**src/rtl/gbf_pkg.sv**
```systemverilog
// gbf_pkg: shared encodings and tile-length clamp for the GBF dual-bank loader.
//   bank_state_t : per-bank EMPTY / FILLING / FULL
//   ST_*         : loader FSM encoding
//   eff_len()    : effective lines per fill (0 or oversize -> depth)
package gbf_pkg;
    typedef enum logic [1:0] {
        BANK_EMPTY   = 2'd0,
        BANK_FILLING = 2'd1,
        BANK_FULL    = 2'd2
    } bank_state_t;
    localparam logic [1:0] ST_IDLE = 2'd0;
    localparam logic [1:0] ST_FILL = 2'd1;
    localparam logic [1:0] ST_WAIT = 2'd2;
    function automatic int eff_len(input int len, input int depth);
        return (len == 0 || len > depth) ? depth : len;
    endfunction
endpackage

```
**src/rtl/gbf_bank_state.sv**
```systemverilog
// gbf_bank_state: EMPTY/FILLING/FULL tracker and ready flag for one GBF bank.
//   start_fill : EMPTY -> FILLING
//   fill_done  : FILLING -> FULL, ready set
//   need_data  : FULL -> EMPTY, ready cleared (ignored in other states)
//   flush      : any state -> EMPTY, ready cleared (highest priority)
module gbf_bank_state
    import gbf_pkg::*;
(
    input  logic        clk,
    input  logic        reset,
    input  logic        start_fill,
    input  logic        fill_done,
    input  logic        need_data,
    input  logic        flush,
    output bank_state_t state,
    output logic        ready
);
    always_ff @(posedge clk) begin
        if (reset || flush) begin
            state <= BANK_EMPTY;
            ready <= 1'b0;
        end else begin
            case (state)
                BANK_EMPTY:   if (start_fill) state <= BANK_FILLING;
                BANK_FILLING: if (fill_done) begin
                    state <= BANK_FULL;
                    ready <= 1'b1;
                end
                BANK_FULL:    if (need_data) begin
                    state <= BANK_EMPTY;
                    ready <= 1'b0;
                end
                default:      state <= BANK_EMPTY;
            endcase
        end
    end
endmodule

```
**src/rtl/gbf_dual_bank_loader.sv**
```systemverilog
// gbf_dual_bank_loader: ping-pong writer of a valid/ready line stream into two GBF banks.
//   s_valid/s_ready/s_data : input line stream
//   tile_len               : lines per fill, sampled at fill start
//   finish                 : abort, discard partial fill, both banks EMPTY
//   gbfN_need_data         : consumer releases a FULL bank
//   enNa/weNa/addrNa/w_dataNa : port-A write strobes, one cycle after acceptance
//   bufN_ready/data_avail  : bank-full status
module gbf_dual_bank_loader
    import gbf_pkg::*;
#(
    parameter int GBF_DATA_BITWIDTH = 512,
    parameter int GBF_ADDR_BITWIDTH = 5,
    parameter int GBF_DEPTH         = 32
) (
    input  logic                         clk,
    input  logic                         reset,
    input  logic [GBF_ADDR_BITWIDTH:0]   tile_len,
    input  logic                         s_valid,
    output logic                         s_ready,
    input  logic [GBF_DATA_BITWIDTH-1:0] s_data,
    input  logic                         finish,
    input  logic                         gbf1_need_data,
    input  logic                         gbf2_need_data,
    output logic                         en1a,
    output logic                         we1a,
    output logic [GBF_ADDR_BITWIDTH-1:0] addr1a,
    output logic [GBF_DATA_BITWIDTH-1:0] w_data1a,
    output logic                         en2a,
    output logic                         we2a,
    output logic [GBF_ADDR_BITWIDTH-1:0] addr2a,
    output logic [GBF_DATA_BITWIDTH-1:0] w_data2a,
    output logic                         buf1_ready,
    output logic                         buf2_ready,
    output logic                         data_avail
);
    localparam int LW = GBF_ADDR_BITWIDTH + 1;
    logic [1:0]                   state;
    logic                         bank;
    logic                         next_bank;
    logic                         last;
    logic                         wr_v;
    logic [LW-1:0]                len_q;
    logic [GBF_ADDR_BITWIDTH-1:0] line_cnt;
    logic [GBF_ADDR_BITWIDTH-1:0] wr_addr;
    logic [GBF_DATA_BITWIDTH-1:0] wr_data;
    bank_state_t                  st1;
    bank_state_t                  st2;
    logic empty1, empty2, acc, done, start, sel, active1, active2;

    // bank/next_bank/sel: 0 = bank 1, 1 = bank 2.
    // done fires on the last write strobe; the other bank may start filling on the same edge.
    always_comb begin
        empty1  = st1 == BANK_EMPTY;
        empty2  = st2 == BANK_EMPTY;
        acc     = s_valid && s_ready && !finish;
        done    = state == ST_FILL && last && wr_v;
        sel     = done ? !bank : (((next_bank ? empty2 : empty1)) ? next_bank : !next_bank);
        start   = !finish && (done ? (bank ? empty1 : empty2) : (state != ST_FILL && (empty1 || empty2)));
        active1 = state == ST_FILL && !bank;
        active2 = state == ST_FILL && bank;
    end

    // last: final beat of the tile accepted; blocks further beats and keeps line_cnt at len_q-1.
    assign s_ready    = state == ST_FILL && !last;
    assign en1a       = wr_v && active1;
    assign we1a       = wr_v && active1;
    assign addr1a     = active1 ? wr_addr : '0;
    assign w_data1a   = active1 ? wr_data : '0;
    assign en2a       = wr_v && active2;
    assign we2a       = wr_v && active2;
    assign addr2a     = active2 ? wr_addr : '0;
    assign w_data2a   = active2 ? wr_data : '0;
    assign data_avail = buf1_ready || buf2_ready;

    always_ff @(posedge clk) begin
        if (reset || finish) begin
            state     <= ST_IDLE;
            bank      <= 1'b0;
            next_bank <= 1'b0;
            last      <= 1'b0;
            wr_v      <= 1'b0;
            len_q     <= '0;
            line_cnt  <= '0;
            wr_addr   <= '0;
            wr_data   <= '0;
        end else begin
            wr_v <= acc;
            if (acc) begin
                wr_addr <= line_cnt;
                wr_data <= s_data;
                if ({1'b0, line_cnt} == len_q - 1'b1) last <= 1'b1;
                else line_cnt <= line_cnt + 1'b1;
            end
            if (done) begin
                next_bank <= !bank;
                state     <= ST_WAIT;
            end
            if (start) begin
                state    <= ST_FILL;
                bank     <= sel;
                len_q    <= LW'(eff_len(int'(tile_len), GBF_DEPTH));
                line_cnt <= '0;
                last     <= 1'b0;
                wr_addr  <= '0;
                wr_data  <= '0;
            end
        end
    end

    gbf_bank_state u_bank1 (
        .clk        (clk),
        .reset      (reset),
        .start_fill (start && !sel),
        .fill_done  (done && !bank),
        .need_data  (gbf1_need_data),
        .flush      (finish),
        .state      (st1),
        .ready      (buf1_ready)
    );

    gbf_bank_state u_bank2 (
        .clk        (clk),
        .reset      (reset),
        .start_fill (start && sel),
        .fill_done  (done && bank),
        .need_data  (gbf2_need_data),
        .flush      (finish),
        .state      (st2),
        .ready      (buf2_ready)
    );
endmodule

```
**config.mk**
```make
export PLATFORM = sky130hd
export DESIGN_NAME = gbf_dual_bank_loader
export DESIGN_NICKNAME = d
export VERILOG_FILES = /design/src/rtl/gbf_pkg.sv /design/src/rtl/gbf_bank_state.sv /design/src/rtl/gbf_dual_bank_loader.sv
export SDC_FILE = /design/constraint.sdc
export NUM_CORES = 2
export LEC_CHECK = 0
export CORE_AREA = 4 4 603 605
export CTS_CLUSTER_SIZE = 20
export DETAILED_ROUTE_END_ITERATION = 10
export DIE_AREA = 0 0 607 609
export SYNTH_ARGS = -nofsm -noshare
export SYNTH_HDL_FRONTEND = slang
export SYNTH_SLANG_ARGS = --single-unit
```
**constraint.sdc**
```tcl
create_clock -name clk -period 2.5 [get_ports clk]
set_clock_uncertainty 0.2 [all_clocks]
set_input_delay 0.625 -clock clk [delete_from_list [all_inputs] [get_ports clk]]
set_output_delay 0.625 -clock clk [all_outputs]
set_load 0.1 [all_outputs]
```
-- Yosys cells after proc, flatten, opt, wreduce, memory -nomap -nowiden
Cells that the tools add are included.
- multiply operators: 0
- shifts and indexed selects: 0
- bitwise logic cells: 1
- reduce and logical (&&, ||, !) cells: 37
- add/sub/neg operators: 2
- magnitude comparators: 1
- divide/modulo/power cells: 0
- equality and inequality tests: 13
- muxes and demuxes: 26
- operators by type and width (cell ; number):
    512-bit 2-to-1 mux ; 2
    1-bit logical AND ; 15
    2-bit 2-to-1 mux ; 6
    2-bit case mux with 3 select lines ; 2
    3-bit AND reduction ; 4
    1-bit 2-to-1 mux ; 11
    5-bit 2-to-1 mux ; 2
    2-bit by 1-bit inequality test with 1-bit output (second input constant) ; 5
    2-bit by 1-bit == test with 1-bit output (second input constant) ; 3
    5-bit by 6-bit == test with 1-bit output ; 1
    6-bit > comparator (second input constant) ; 1
    6-bit logical NOT ; 1
    6-bit 2-to-1 mux ; 1
    2-bit nonzero test ; 3
    6-bit by 1-bit subtractor with 6-bit output (second input constant) ; 1
    5-bit by 1-bit adder with 5-bit output (second input constant) ; 1
    1-bit logical NOT ; 5
    2-bit == test (second input constant) ; 2
    2-bit logical NOT ; 2
    1-bit logical OR ; 4
    2-bit inequality test (second input constant) ; 2
    1-bit case mux with 2 select lines ; 2
    2-bit AND reduction ; 2
    2-bit OR reduction ; 1
    1-bit inverter ; 1
- output and inout bits: 1042
- latch bits: 0
- memories kept: 0
- RAM bits: 0
- ROM bits: 0
- logic and storage cells: 94
- register bits: 540

-- Depth between registers and ports, before layout
- word-level depth: 8
- gate-level depth with buffers: 8

-- Cells and area by module
Synthesis repeated with hierarchy kept, for this count alone.
- cells, all modules: 3658
- area, all modules: 26173.9 µm²
- by module, submodules not included (module ; area an instance (µm²) ; times used ; cells an instance):
    gbf_dual_bank_loader ; 25921.1 ; 1 ; 3630
    gbf_bank_state ; 126.4 ; 2 ; 14

-- Worst setup path after synthesis
Ideal clock, no wire load.
- path kind: register to output
- start: reg state[1]
- end: out w_data1a[391]
- stages on the path, launching flop included: 7
- arrival time: 2.155 ns
- data required time: 1.675 ns
- setup slack: -0.480 ns
- cells stage by stage: dfxtp_1 > nand2b_1 > nor2_1 > clkbuf_1 > buf_2 > clkbuf_1 > and2_1
- cells in the longest elaborated chain, start to end: 3
- ends and longest elaborated chain (item ; line ; source):
    start: declaration ; gbf_dual_bank_loader.sv:37 ; logic [1:0] state;
    start signal: assignment ; gbf_dual_bank_loader.sv:77 ; state <= ST_IDLE;
    start signal: assignment ; gbf_dual_bank_loader.sv:96 ; state <= ST_WAIT;
    start signal: assignment ; gbf_dual_bank_loader.sv:99 ; state <= ST_FILL;
    2-bit by 1-bit == test with 1-bit output ; gbf_dual_bank_loader.sv:59 ; active1 = state == ST_FILL && !bank;
    1-bit logical AND ; gbf_dual_bank_loader.sv:59 ;
    512-bit 2-to-1 mux ; gbf_dual_bank_loader.sv:68 ; assign w_data1a = active1 ? wr_data : '0;
    end: declaration ; gbf_dual_bank_loader.sv:27 ; output logic [GBF_DATA_BITWIDTH-1:0] w_data1a,
Every way passes these cells.

-- Worst setup path in the final report
- start: reg state[1]
- end: out w_data2a[257]
- cells in the longest elaborated chain, start to end: 3
- ends and longest elaborated chain (item ; line ; source):
    2-bit by 1-bit == test with 1-bit output ; gbf_dual_bank_loader.sv:60 ; active2 = state == ST_FILL && bank;
    1-bit logical AND ; gbf_dual_bank_loader.sv:60 ;
    512-bit 2-to-1 mux ; gbf_dual_bank_loader.sv:72 ; assign w_data2a = active2 ? wr_data : '0;
    end: declaration ; gbf_dual_bank_loader.sv:31 ; output logic [GBF_DATA_BITWIDTH-1:0] w_data2a,
Every way passes these cells.

==> results by group <==
Synth
  • YS warnings: 0
  • Netlist cell types: between 40 and 50
  • Post-synthesis sequential area ratio: 0.4171
  • Ys async rst share: 0
  • Largest area contributor in the netlist: dfxtp_1
  • FF+latch count, synth: 540
  • Count leader, synth: nand2_1
  • Mean Syn Cell Area: ~7.2 µm²
  • Post-Syn Instances: 3597
  • Main synth FF type: dfxtp_1
  • Synth top area share: 0.4171
  • Synth top cells by count: 1044 x nand2_1, 540 x dfxtp_1, 532 x a21oi_1, 519 x and2_1, 519 x and3_1
  • Synth top area cells: dfxtp_1 42%, nand2_1 15%, and2_1 13%, and3_1 13%, a21oi_1 10%
  • Net count after synthesis: 4123
  • Number of synthesized flops with an enable pin: 0
  • Post-synth design cell area: around 26000 µm²

Power and ir drop
  • Pwr/cell area: 338.3 nW/µm²
  • Reg power frac: 0.391
  • Lkg Pwr: 23.69 nW
  • Peak supply drop: 0.4651 mV
  • Post-route total power: 22.19 mW
  • Sw power: 5.774 mW
  • Pint: 16.42 mW
  • Logic pwr share: 0.104
  • Sw Share: 0.2602
  • Clock share of power: 0.505

Job
  • Max cap viols: 0

Timing
  • Min cycle time layout: about 3.3 ns
  • Final setup fails: about 1000
  • Peak Freq: a little over 0.3 GHz
  • Final worst slack: -0.7831 ns
  • Worst-Margin Slew: 0.4745 ns
  • RSZ-0062 raised after global routing: yes
  • Tcrit/Tclk final: 1.313
  • Max-slew violations: 0
  • Final Hold Violating Endpoints: 0
  • Max-Slew Margin vs Limit: 0.6829

Global routing
  • Initial antenna violation count: 50
  • Grt ovf: 0
  • Vias in the first global route: 31240
  • First-pass GRT wire length: about 360 mm
  • Total Routing Usage GR: 0.1490
  • Largest net degree at the start of global routing: 93

Critical path
  • Reg2reg setup slack: 0.03 ns
  • CP required: 1.67 ns
  • CP Data Arrival Time: 2.46 ns
  • FF-to-FF End: wr_data[88]$_SDFFE_PP0P_
  • Startpoint types: flop
  • Reg-to-reg startpoint: state[1]$_SDFFE_PP0P_
  • Cell depth of the worst flop-to-flop path: 11
  • Launch point of the worst path: state[1]$_SDFFE_PP0P_
  • Critical path fanouts, max: 29
  • CP endpoint kind: output port
  • Kind of critical path: flop to output port

Outcome
  • Outcome: complete, but fails checks
  • Failing checks: negative setup slack

Clocking
  • Max clock buf depth: 4
  • CTS clk-pin slew, worst paths: 0.06 ns
  • CTS tree: yes
  • CTS Root Cell: clkbuf_16
  • Num Clock Sinks: 540
  • Clock Latency Late Sink: 0.75 ns
  • CTS HTree Levels: 3
  • Inserted Clock Buffers: 76
  • Hold-fix buffer count after cts: 0

Cells and area
  • Post-Layout Inst Area: 65600 µm²
  • Layout cell share with drive strength beyond 1: 0.4811
  • Layout Nets: ~5700
  • Synth-to-Final Area Change: 153.1%

Route
  • DR vias/cell: about 3.3
  • Pre-Repair DR Iteration Count: 5
  • Remaining antenna violation count: 0
  • Initial DRC count: 2694
  • Drt total wl: 297.8 mm
  • Via Count: 33380
  • DRC Markers: 0
  • Average wire per standard cell: 29.67 µm

Die
  • Initial core utilization: 0.07238
  • FP Rows: 220
  • Die W: 607 µm
  • I/O pin total: 1566
  • Core area: between 300000 and 400000 µm²
  • Die height: about 610 µm
  • Die ar.: between 300000 and 400000 µm²

Place
  • RD Place Congestion: 0.9571
  • Placed inst area: 61160 µm²
  • # port buffers: 1565
  • DP HPWL: about 260 mm

Hold path
  • Worst hold endpoint: wr_data[404]$_SDFFE_PP0P_
  • Worst hold stages: 3
  • Hold Crit Start: s_data[404]
  • HP Class: input port to flop
-- power groups by stage --
stage / sequential [mW] / clock (mW) / combinational, mW
global route: 8.67 / 11.8 / 2.43
global placement: 8.86 / 0 / 1.95
finish: 8.67 / 11.2 / 2.32
floorplan: 8.84 / 0 / 0.537
CTS: 8.67 / 11.6 / 2.02
detailed placement: 8.86 / 0 / 1.95
-- critical path, cell delays in order, from the launching register on --
cell and delay [ns]:
dfxtp_2 0.32, buf_6 0.11, nor2b_4 0.16, buf_4 0.19, buf_16 0.20, buf_12 0.19, and3_2 0.26, buf_12 0.19
-- worst max-delay path by stage --
stage / endpoint / slack, ns / depth (start not counted)
4_1_cts: w_data2a[26] / -0.90 / 7
3_5_place_dp: wr_data[88]$_SDFFE_PP0P_ / -0.14 / 8
5_1_grt: w_data2a[228] / -0.88 / 7
2_1_floorplan: w_data1a[391] / -0.18 / 6
3_3_place_gp: wr_data[101]$_SDFFE_PP0P_ / -0.1 / 8
6_report: w_data2a[257] / -0.78 / 7
-- area by class of cell --
class                   instances  area [µm²]
fillers                     39350      292500
repair buffers               1874       30410
multi-input cells            2702       15880
flip-flops and latches        540       10820
well taps                    4773        5972
clock buffers                 100        2163
clock inverters                31       309.0
diodes                         14       35.03
inverters                       4       15.01
-- state kept, by name, summed over array words and instances (netlist names) --
| register | count |
|---|---|
| wr_data | 512 |
| len_q | 6 |
| line_cnt | 5 |
| wr_addr | 5 |
| state | 2 |
| u_bank1.state | 2 |
| u_bank2.state | 2 |
| bank | 1 |
| last | 1 |
| next_bank | 1 |
| u_bank1.ready | 1 |
| u_bank2.ready | 1 |
| wr_v | 1 |
-- per-stage QoR --
stage | hold slack, ns | TNS (ns) | std cells | utilization | worst slack, ns
after detailed placement | 0.2542 | -16.60 | 9824 | 0.1708 | -0.1446
after global routing | 0.1046 | -803.14 | 10030 | 0.1831 | -0.8846
after CTS | 0.05109 | -811.11 | 9967 | 0.1787 | -0.9001
final | 0.1548 | -683.22 | 10040 | 0.1832 | -0.7831
after floorplan | 0.2402 | -5.037 | 3597 | - | -0.1847
after global placement | 0.2489 | -9.880 | 9824 | 0.1708 | -0.09763
-- layout by cell type, fill, tap and decap left out, types with 7 or more instances in the layout --
cell,Yosys,routed
a21oi_1,532,532
and2_2,0,358
and2_4,0,160
and3_2,0,340
and3_4,0,175
buf_12,0,1130
buf_16,0,11
buf_4,2,153
buf_6,0,17
buf_8,0,9
clkbuf_1,280,8
clkbuf_16,0,108
clkbuf_8,0,15
clkdlybuf4s50_1,0,523
clkinv_2,0,16
dfxtp_1,540,537
diode_2,0,14
mux2i_1,7,7
nand2_1,1044,1043
nand3_1,8,7
nor2_1,16,15
-- metal layers --
metal,part of all wire,track usage,vias up
met5,0.00033,0,-
met4,0.035,0.04397,14
met3,0.10,0.05915,286
met2,0.50,0.2660,1673
met1,0.36,0.1607,16430
li1,-,-,14980
-- timing repair --
item                                    CTS  global route
pin swaps                                12             8
endpoints found under the hold margin     0             0
gates cloned                              2            41
resized for setup                        61           157
setup endpoints to repair              1040          1171
setup buffers                            10            17
-- cell families (layout without fill, tap and decap cells) --
logic type | count (synthesis) | count (layout) | synth area share
AND/OR/NAND/NOR | 2138 | 2138 | 0.4148
AO/OA/AOI/OAI | 549 | 549 | 0.1074
flip-flops | 540 | 540 | 0.4171
buffers and inverters | 355 | 2009 | 0.05498
multiplexers | 8 | 8 | 0.003138
XOR/XNOR | 5 | 5 | 0.001689
adder cells (fa/ha/maj) | 2 | 2 | 0.0009653
other | 0 | 14 | 0
Note: power is estimated with default switching activity, not from simulation.
